--- src/rtl/alu_sweep_driver.sv ---
// Exhaustive operand sweep driver for a 4-bit ALU under test.
// Each result is folded into a 16-bit MISR signature, and each captured vector is counted.
module alu_sweep_driver #(
    parameter int          RESP_LAT = 1,
    parameter logic [15:0] SEED     = 16'hFFFF
) (
    input  logic        clk,
    input  logic        rst,
    input  logic        start,
    input  logic        abort,
    input  logic [3:0]  op_mask,
    output logic [3:0]  alu_a,
    output logic [3:0]  alu_b,
    output logic [1:0]  alu_op,
    output logic        alu_req,
    input  logic [7:0]  alu_res,
    output logic        busy,
    output logic        done,
    output logic [15:0] signature,
    output logic [9:0]  vec_count
);

    typedef enum logic [2:0] {IDLE, DRIVE, WAIT, CAPTURE, DONE} state_t;

    localparam logic [2:0] WAIT_LAST = (RESP_LAT > 1) ? 3'(RESP_LAT - 2) : 3'd0;

    state_t      state_q, state_n;
    logic [3:0]  a_q, a_n, b_q, b_n, mask_q, mask_n;
    logic [1:0]  op_q, op_n;
    logic [15:0] sig_q, sig_n;
    logic [9:0]  cnt_q, cnt_n;
    logic [2:0]  wait_q, wait_n;
    logic [2:0]  first_op, next_op;

    function automatic logic [15:0] misr_step(input logic [15:0] s, input logic [7:0] r);
        logic fb;
        fb = s[15] ^ s[14] ^ s[12] ^ s[3];
        return {s[14:0], fb} ^ {8'h00, r};
    endfunction

    // Lowest enabled opcode at or above 'from'; bit 2 set means none left.
    function automatic logic [2:0] pick_op(input logic [3:0] mask, input logic [2:0] from);
        logic [2:0] sel;
        sel = 3'b100;
        for (int i = 3; i >= 0; i--) begin
            if (mask[i] && (i >= int'(from))) sel = 3'(i);
        end
        return sel;
    endfunction

    assign busy      = (state_q == DRIVE) || (state_q == WAIT) || (state_q == CAPTURE);
    assign done      = (state_q == DONE);
    assign alu_req   = (state_q == DRIVE);
    assign alu_a     = busy ? a_q  : 4'd0;
    assign alu_b     = busy ? b_q  : 4'd0;
    assign alu_op    = busy ? op_q : 2'd0;
    assign signature = sig_q;
    assign vec_count = cnt_q;

    always_ff @(posedge clk or posedge rst) begin
        if (rst) begin
            state_q <= IDLE;
            a_q     <= 4'd0;
            b_q     <= 4'd0;
            op_q    <= 2'd0;
            mask_q  <= 4'd0;
            sig_q   <= SEED;
            cnt_q   <= 10'd0;
            wait_q  <= 3'd0;
        end else begin
            state_q <= state_n;
            a_q     <= a_n;
            b_q     <= b_n;
            op_q    <= op_n;
            mask_q  <= mask_n;
            sig_q   <= sig_n;
            cnt_q   <= cnt_n;
            wait_q  <= wait_n;
        end
    end

    always_comb begin
        state_n  = state_q;
        a_n      = a_q;
        b_n      = b_q;
        op_n     = op_q;
        mask_n   = mask_q;
        sig_n    = sig_q;
        cnt_n    = cnt_q;
        wait_n   = wait_q;
        first_op = pick_op(op_mask, 3'd0);
        next_op  = pick_op(mask_q, {1'b0, op_q} + 3'd1);

        case (state_q)
            IDLE, DONE: begin
                if (start) begin
                    sig_n  = SEED;
                    cnt_n  = 10'd0;
                    mask_n = op_mask;
                    a_n    = 4'd0;
                    if (first_op[2]) begin
                        op_n    = 2'd0;
                        b_n     = 4'd0;
                        state_n = DONE;
                    end else begin
                        // Divide sweeps start at b=1 so b=0 is never presented.
                        op_n    = first_op[1:0];
                        b_n     = (first_op[1:0] == 2'd3) ? 4'd1 : 4'd0;
                        state_n = DRIVE;
                    end
                end
            end
            DRIVE: begin
                wait_n  = 3'd0;
                state_n = (RESP_LAT > 1) ? WAIT : CAPTURE;
            end
            WAIT: begin
                if (wait_q == WAIT_LAST) state_n = CAPTURE;
                else                     wait_n  = wait_q + 3'd1;
            end
            CAPTURE: begin
                sig_n   = misr_step(sig_q, alu_res);
                cnt_n   = cnt_q + 10'd1;
                state_n = DRIVE;
                if (b_q != 4'd15) begin
                    b_n = b_q + 4'd1;
                end else if (a_q != 4'd15) begin
                    a_n = a_q + 4'd1;
                    b_n = (op_q == 2'd3) ? 4'd1 : 4'd0;
                end else if (next_op[2]) begin
                    state_n = DONE;
                end else begin
                    op_n = next_op[1:0];
                    a_n  = 4'd0;
                    b_n  = (next_op[1:0] == 2'd3) ? 4'd1 : 4'd0;
                end
            end
            default: state_n = IDLE;
        endcase

        // Abort takes priority over any capture happening on the same edge.
        if (abort && busy) begin
            state_n = IDLE;
            sig_n   = sig_q;
            cnt_n   = cnt_q;
        end
    end

endmodule

--- config.mk ---
export PLATFORM = sky130hd
export DESIGN_NAME = alu_sweep_driver
export DESIGN_NICKNAME = d
export VERILOG_FILES = /design/src/rtl/alu_sweep_driver.sv
export SDC_FILE = /design/constraint.sdc
export NUM_CORES = 1
export LEC_CHECK = 0
export ABC_AREA = 1
export CORE_ASPECT_RATIO = 0.75
export CORE_UTILIZATION = 50
export CTS_BUF_LIST = sky130_fd_sc_hd__clkbuf_8 sky130_fd_sc_hd__clkbuf_16
export CTS_CLUSTER_DIAMETER = 80
export DETAILED_ROUTE_END_ITERATION = 10
export PLACE_DENSITY = 0.84
export SLEW_MARGIN = 20
export SYNTH_ARGS = -nofsm -noshare
export SYNTH_HDL_FRONTEND = slang
export SYNTH_SLANG_ARGS = --single-unit
--- constraint.sdc ---
create_clock -name clk -period 1.9 [get_ports clk]
set_input_delay 0.285 -clock clk [delete_from_list [all_inputs] [get_ports clk]]
set_output_delay 0.285 -clock clk [all_outputs]
set_load 0.05 [all_outputs]
==> metrics.log <==
[metrics] # clock sinks: 45
[metrics] DPL Wire Length: 4360 um
[metrics] Post-route DRC: 0
[metrics] sequential area share after synthesis: 44.3%
[metrics] required time at the worst-slack endpoint: 1620 ps
[metrics] Net Count, Synth: 356
[metrics] post-route clock skew: 9.67 ps
[metrics] Setup violations, final: 0
[metrics] total number of nets in the final design: 417
[metrics] first-pass GRT wire length: 10200 um
[metrics] CTS Buf Count: 5
[metrics] CTS Root Cell: sky130_fd_sc_hd__clkbuf_8
[metrics] number of hold violations in the final report: 0
[metrics] mean area per synthesized cell: 7.72 sq um
[metrics] largest net degree at the start of global routing: 46
[metrics] largest buffer count on any clock path: 2
[metrics] antenna viol nets, final: 0
[metrics] post-synthesis instance total: 335
[metrics] EDFF count, synth: 0
[metrics] status: finished, final reports clean
[metrics] unrepaired setup endpoints after global routing: no
[metrics] gr usage total: 23.8%
[metrics] static leakage: 1.69 nW
[metrics] average wire per cell in the routed design: 13.3 um
[metrics] final-layout fill cell count: 377
[metrics] Max H-tree Level: 2
[metrics] number of global-route vias before repair: 2194
[metrics] clock share of power: 13.8%
[metrics] Worst Path Class, Setup: reg2out
[metrics] post-layout total power: 4.50 mW
[metrics] critical register-to-register path startpoint: state_q[2]$_DFFE_PP0P_
[metrics] Synth Cell Area: 2580 sq um
[metrics] fmax: 539 MHz
[metrics] async set or reset register ratio after synthesis: 100%
[metrics] 1st-pass router iterations: 4
[metrics] initial core utilization: 52.5%
[metrics] kind of cell with the highest combined delay on the critical path: buffers and inverters
[metrics] path depth of the worst reg2reg path: 9
[metrics] ordered list of cells on the worst path: clkdlybuf4s50_1
[metrics] std cell rows: 22
[metrics] post-synthesis register bit count: 45
[metrics] Worst Path Arrival: 1570 ps
[metrics] Main synth FF type: sky130_fd_sc_hd__dfrtp_1
[metrics] detailed-route wire length: 6080 um
[metrics] FF-to-FF End: signature[0]$_DFFE_PP1P_
[metrics] Tightest Hold Check Type: in2async
[metrics] Final min period: 1860 ps
[metrics] part of the total power dissipated in sequential elements: 32.0%
[metrics] Detailed Route Iter0 Violations: 164
[metrics] signed area change from the synthesized netlist to the final layout: 34.7%
[metrics] average via count per standard cell: 5.30
[metrics] via total after detailed routing: 2424
[metrics] Yosys warning count: 0
[metrics] power density over the cells: 1290 nW/um^2
[metrics] number of diodes: 0
[metrics] kind of start point of the critical path: flop
[metrics] core footprint: 4930 sq um
[metrics] combinational share of power: 54.2%
[metrics] final instance count without filler cells: 457
[metrics] critical path buffer and inverter count: 1
[metrics] hold buffer count at CTS: 0
[metrics] kind of end point of the critical path: output pin
[metrics] cell internal power dissipation: 2.32 mW
[metrics] register-to-register setup slack: 270 ps
[metrics] x dimension of the die: 85.0 um
[metrics] clock edge transition at the registers on the reported setup and hold paths: 90 ps
[metrics] Crit-path slowest cell: sky130_fd_sc_hd__clkdlybuf4s50_1
[metrics] peak fanout along the critical path: 4
[metrics] number of maximum-capacitance constraint violations: 0
[metrics] die area: 5460 sq um
[metrics] clock latency of the later-clocked register in the worst-skew pair: 290 ps
[metrics] TritonCTS clock tree: done
[metrics] routability congestion estimate: 0.851
[metrics] synth unique cells: 36
[metrics] Worst VDD drop: 0.730 mV
[metrics] die span in y: 64.3 um
[metrics] CP max stage delay: 850 ps
[metrics] slew at the pin with the worst max-slew slack: 522 ps
[metrics] Net Switching: 2.18 mW
[metrics] I/O pin total: 55
[metrics] number of antenna violations at the first check in global routing: 0
[metrics] ratio of final minimum period to clock period: 97.7%
[metrics] Setup Total Neg Slack: 0 ps
[metrics] total congestion overflow after global routing: 0
[metrics] fraction of final layout cells sized beyond drive strength 1: 22.7%
[metrics] max-slew headroom at the worst pin: 65.1%
[metrics] fraction of power spent switching nets: 48.5%
[metrics] number of max-slew violations in the final report: 0
[metrics] count of input and output buffers: 54
[metrics] cell count after placement: 448
[state kept, by name, summed over array words and instances (netlist names)]
name and flops:
wait_q 3, op_q 2, b_q 4, state_q 3, a_q 4, mask_q 3
vec_count 10, signature 16
[cells by family after synthesis]
group	after synthesis	synth area share (%)
adders and majority gates	5	2.42
xor gates and xnor gates	12	4.07
AOI/OAI and AO/OA	48	11.4
buffers and inverters	59	9.54
and+or+nand+nor	166	28.2
DFF	45	44.3
[routing by layer]
metal | vias up | GRT usage, % | wire length (um) | share of wire [%]
li1 | 1191 | - | - | -
met2 | 75 | 36.5 | 2940 | 48
met1 | 1149 | 33.6 | 2730 | 45
met3 | 9 | 4.52 | 331 | 5.4
met5 | - | 0 | 0 | 0
met4 | 0 | 8.26 | 82 | 1.3
[worst max-delay path by stage]
| stage | cells past startpoint | slack (ps) | end | start |
|---|---|---|---|---|
| floorplan | 5 | 6 | alu_a[0] | state_q[2]$_DFFE_PP0P_ |
| global placement | 7 | 280 | signature[0]$_DFFE_PP1P_ | abort |
| detailed placement | 7 | 240 | signature[0]$_DFFE_PP1P_ | abort |
| CTS | 1 | 30 | vec_count[8] | vec_count[8]$_DFFE_PP0P_ |
| global route | 6 | 10 | alu_b[0] | state_q[2]$_DFFE_PP0P_ |
| finish | 1 | 40 | vec_count[3] | vec_count[3]$_DFFE_PP0P_ |
[layout by cell type (no fill, tap or decap)]
cell type	count
sky130_fd_sc_hd__clkinv_2	2
sky130_fd_sc_hd__dfstp_2	16
sky130_fd_sc_hd__a22oi_1	9
sky130_fd_sc_hd__clkinv_4	3
sky130_fd_sc_hd__or2_2	2
sky130_fd_sc_hd__clkbuf_8	6
sky130_fd_sc_hd__inv_1	49
sky130_fd_sc_hd__buf_12	14
sky130_fd_sc_hd__a21oi_1	14
sky130_fd_sc_hd__or2_1	1
sky130_fd_sc_hd__clkdlybuf4s50_1	21
sky130_fd_sc_hd__nand3_4	1
sky130_fd_sc_hd__nor2_4	10
sky130_fd_sc_hd__dlymetal6s2s_1	1
sky130_fd_sc_hd__inv_2	2
sky130_fd_sc_hd__buf_4	22
sky130_fd_sc_hd__o21bai_1	2
sky130_fd_sc_hd__nand2_2	2
sky130_fd_sc_hd__xor2_1	4
sky130_fd_sc_hd__o21ai_2	1
sky130_fd_sc_hd__o21ai_4	1
sky130_fd_sc_hd__nand3b_1	1
sky130_fd_sc_hd__o21a_1	1
sky130_fd_sc_hd__o21ai_1	5
sky130_fd_sc_hd__o21ai_0	12
sky130_fd_sc_hd__xnor2_1	8
sky130_fd_sc_hd__dfrtp_1	29
sky130_fd_sc_hd__nand2_4	4
sky130_fd_sc_hd__nand2_1	78
sky130_fd_sc_hd__nand4_1	6
sky130_fd_sc_hd__inv_4	1
sky130_fd_sc_hd__nor2_2	2
sky130_fd_sc_hd__ha_1	5
sky130_fd_sc_hd__nor2_1	32
sky130_fd_sc_hd__a22o_1	1
sky130_fd_sc_hd__a21oi_2	1
sky130_fd_sc_hd__nand3_1	26
sky130_fd_sc_hd__nor3_1	1
sky130_fd_sc_hd__o31ai_1	1
[Yosys cell counts, types with 2 or more instances]
library cell               count  area share (%)
sky130_fd_sc_hd__a21oi_1      14             2.7
sky130_fd_sc_hd__a22oi_1       9             2.6
sky130_fd_sc_hd__buf_2         2            0.39
sky130_fd_sc_hd__buf_6         2            0.87
sky130_fd_sc_hd__dfrtp_1      29              28
sky130_fd_sc_hd__dfstp_2      16              16
sky130_fd_sc_hd__ha_1          5             2.4
sky130_fd_sc_hd__inv_1        49             7.1
sky130_fd_sc_hd__inv_2         2            0.29
sky130_fd_sc_hd__nand2_1      79              11
sky130_fd_sc_hd__nand2_2       2            0.48
sky130_fd_sc_hd__nand2_4       3             1.3
sky130_fd_sc_hd__nand3_1      26             5.0
sky130_fd_sc_hd__nand4_1       6             1.5
sky130_fd_sc_hd__nor2_1       42             6.1
sky130_fd_sc_hd__nor2_2        2            0.48
sky130_fd_sc_hd__o21ai_0      12             2.3
sky130_fd_sc_hd__o21ai_1       5            0.97
sky130_fd_sc_hd__o21bai_1      2            0.58
sky130_fd_sc_hd__or2_2         2            0.48
sky130_fd_sc_hd__xnor2_1       8             2.7
sky130_fd_sc_hd__xor2_1        4             1.4
[per-stage QoR]
step	worst slack (ps)	utilization (%)	hold slack, ps	instance area (sq um)
after detailed placement	238	68.3	491	3370
final	43.0	70.6	340	3480
after global placement	280	68.3	467	3370
after floorplan	5.99	-	426	2670
after global routing	10.8	70.6	398	3480
after CTS	31.4	70.5	353	3470
[power by group through the flow]
stage	Combinational (mW)	Clock, mW	Sequential [mW]
after detailed placement	2.36	0	1.45
after CTS	2.42	0.638	1.44
after floorplan	1.34	0	1.75
after global placement	2.31	0	1.44
after global routing	2.61	0.690	1.47
final	2.44	0.620	1.44
[area by class of cell]
type                       instances  area [sq um]  area share (%)
inverter                          54           211            6.07
timing repair inverter             1          8.76           0.252
sequential                        45          1150            32.9
tap                               60          75.1            2.16
clock inverter                     2          13.8           0.395
timing repair buffer              58           668            19.2
multi-input combinational        231          1270            36.6
clock buffer                       6          82.6            2.37
[repair_timing]
item	4_1_cts	5_1_grt
hold endpoints to repair	0	0
resized for setup	2	2
setup buffers	0	0
endpoints found under the setup margin	10	11
cloned	1	0
Note: power is estimated with default switching activity, not from simulation.
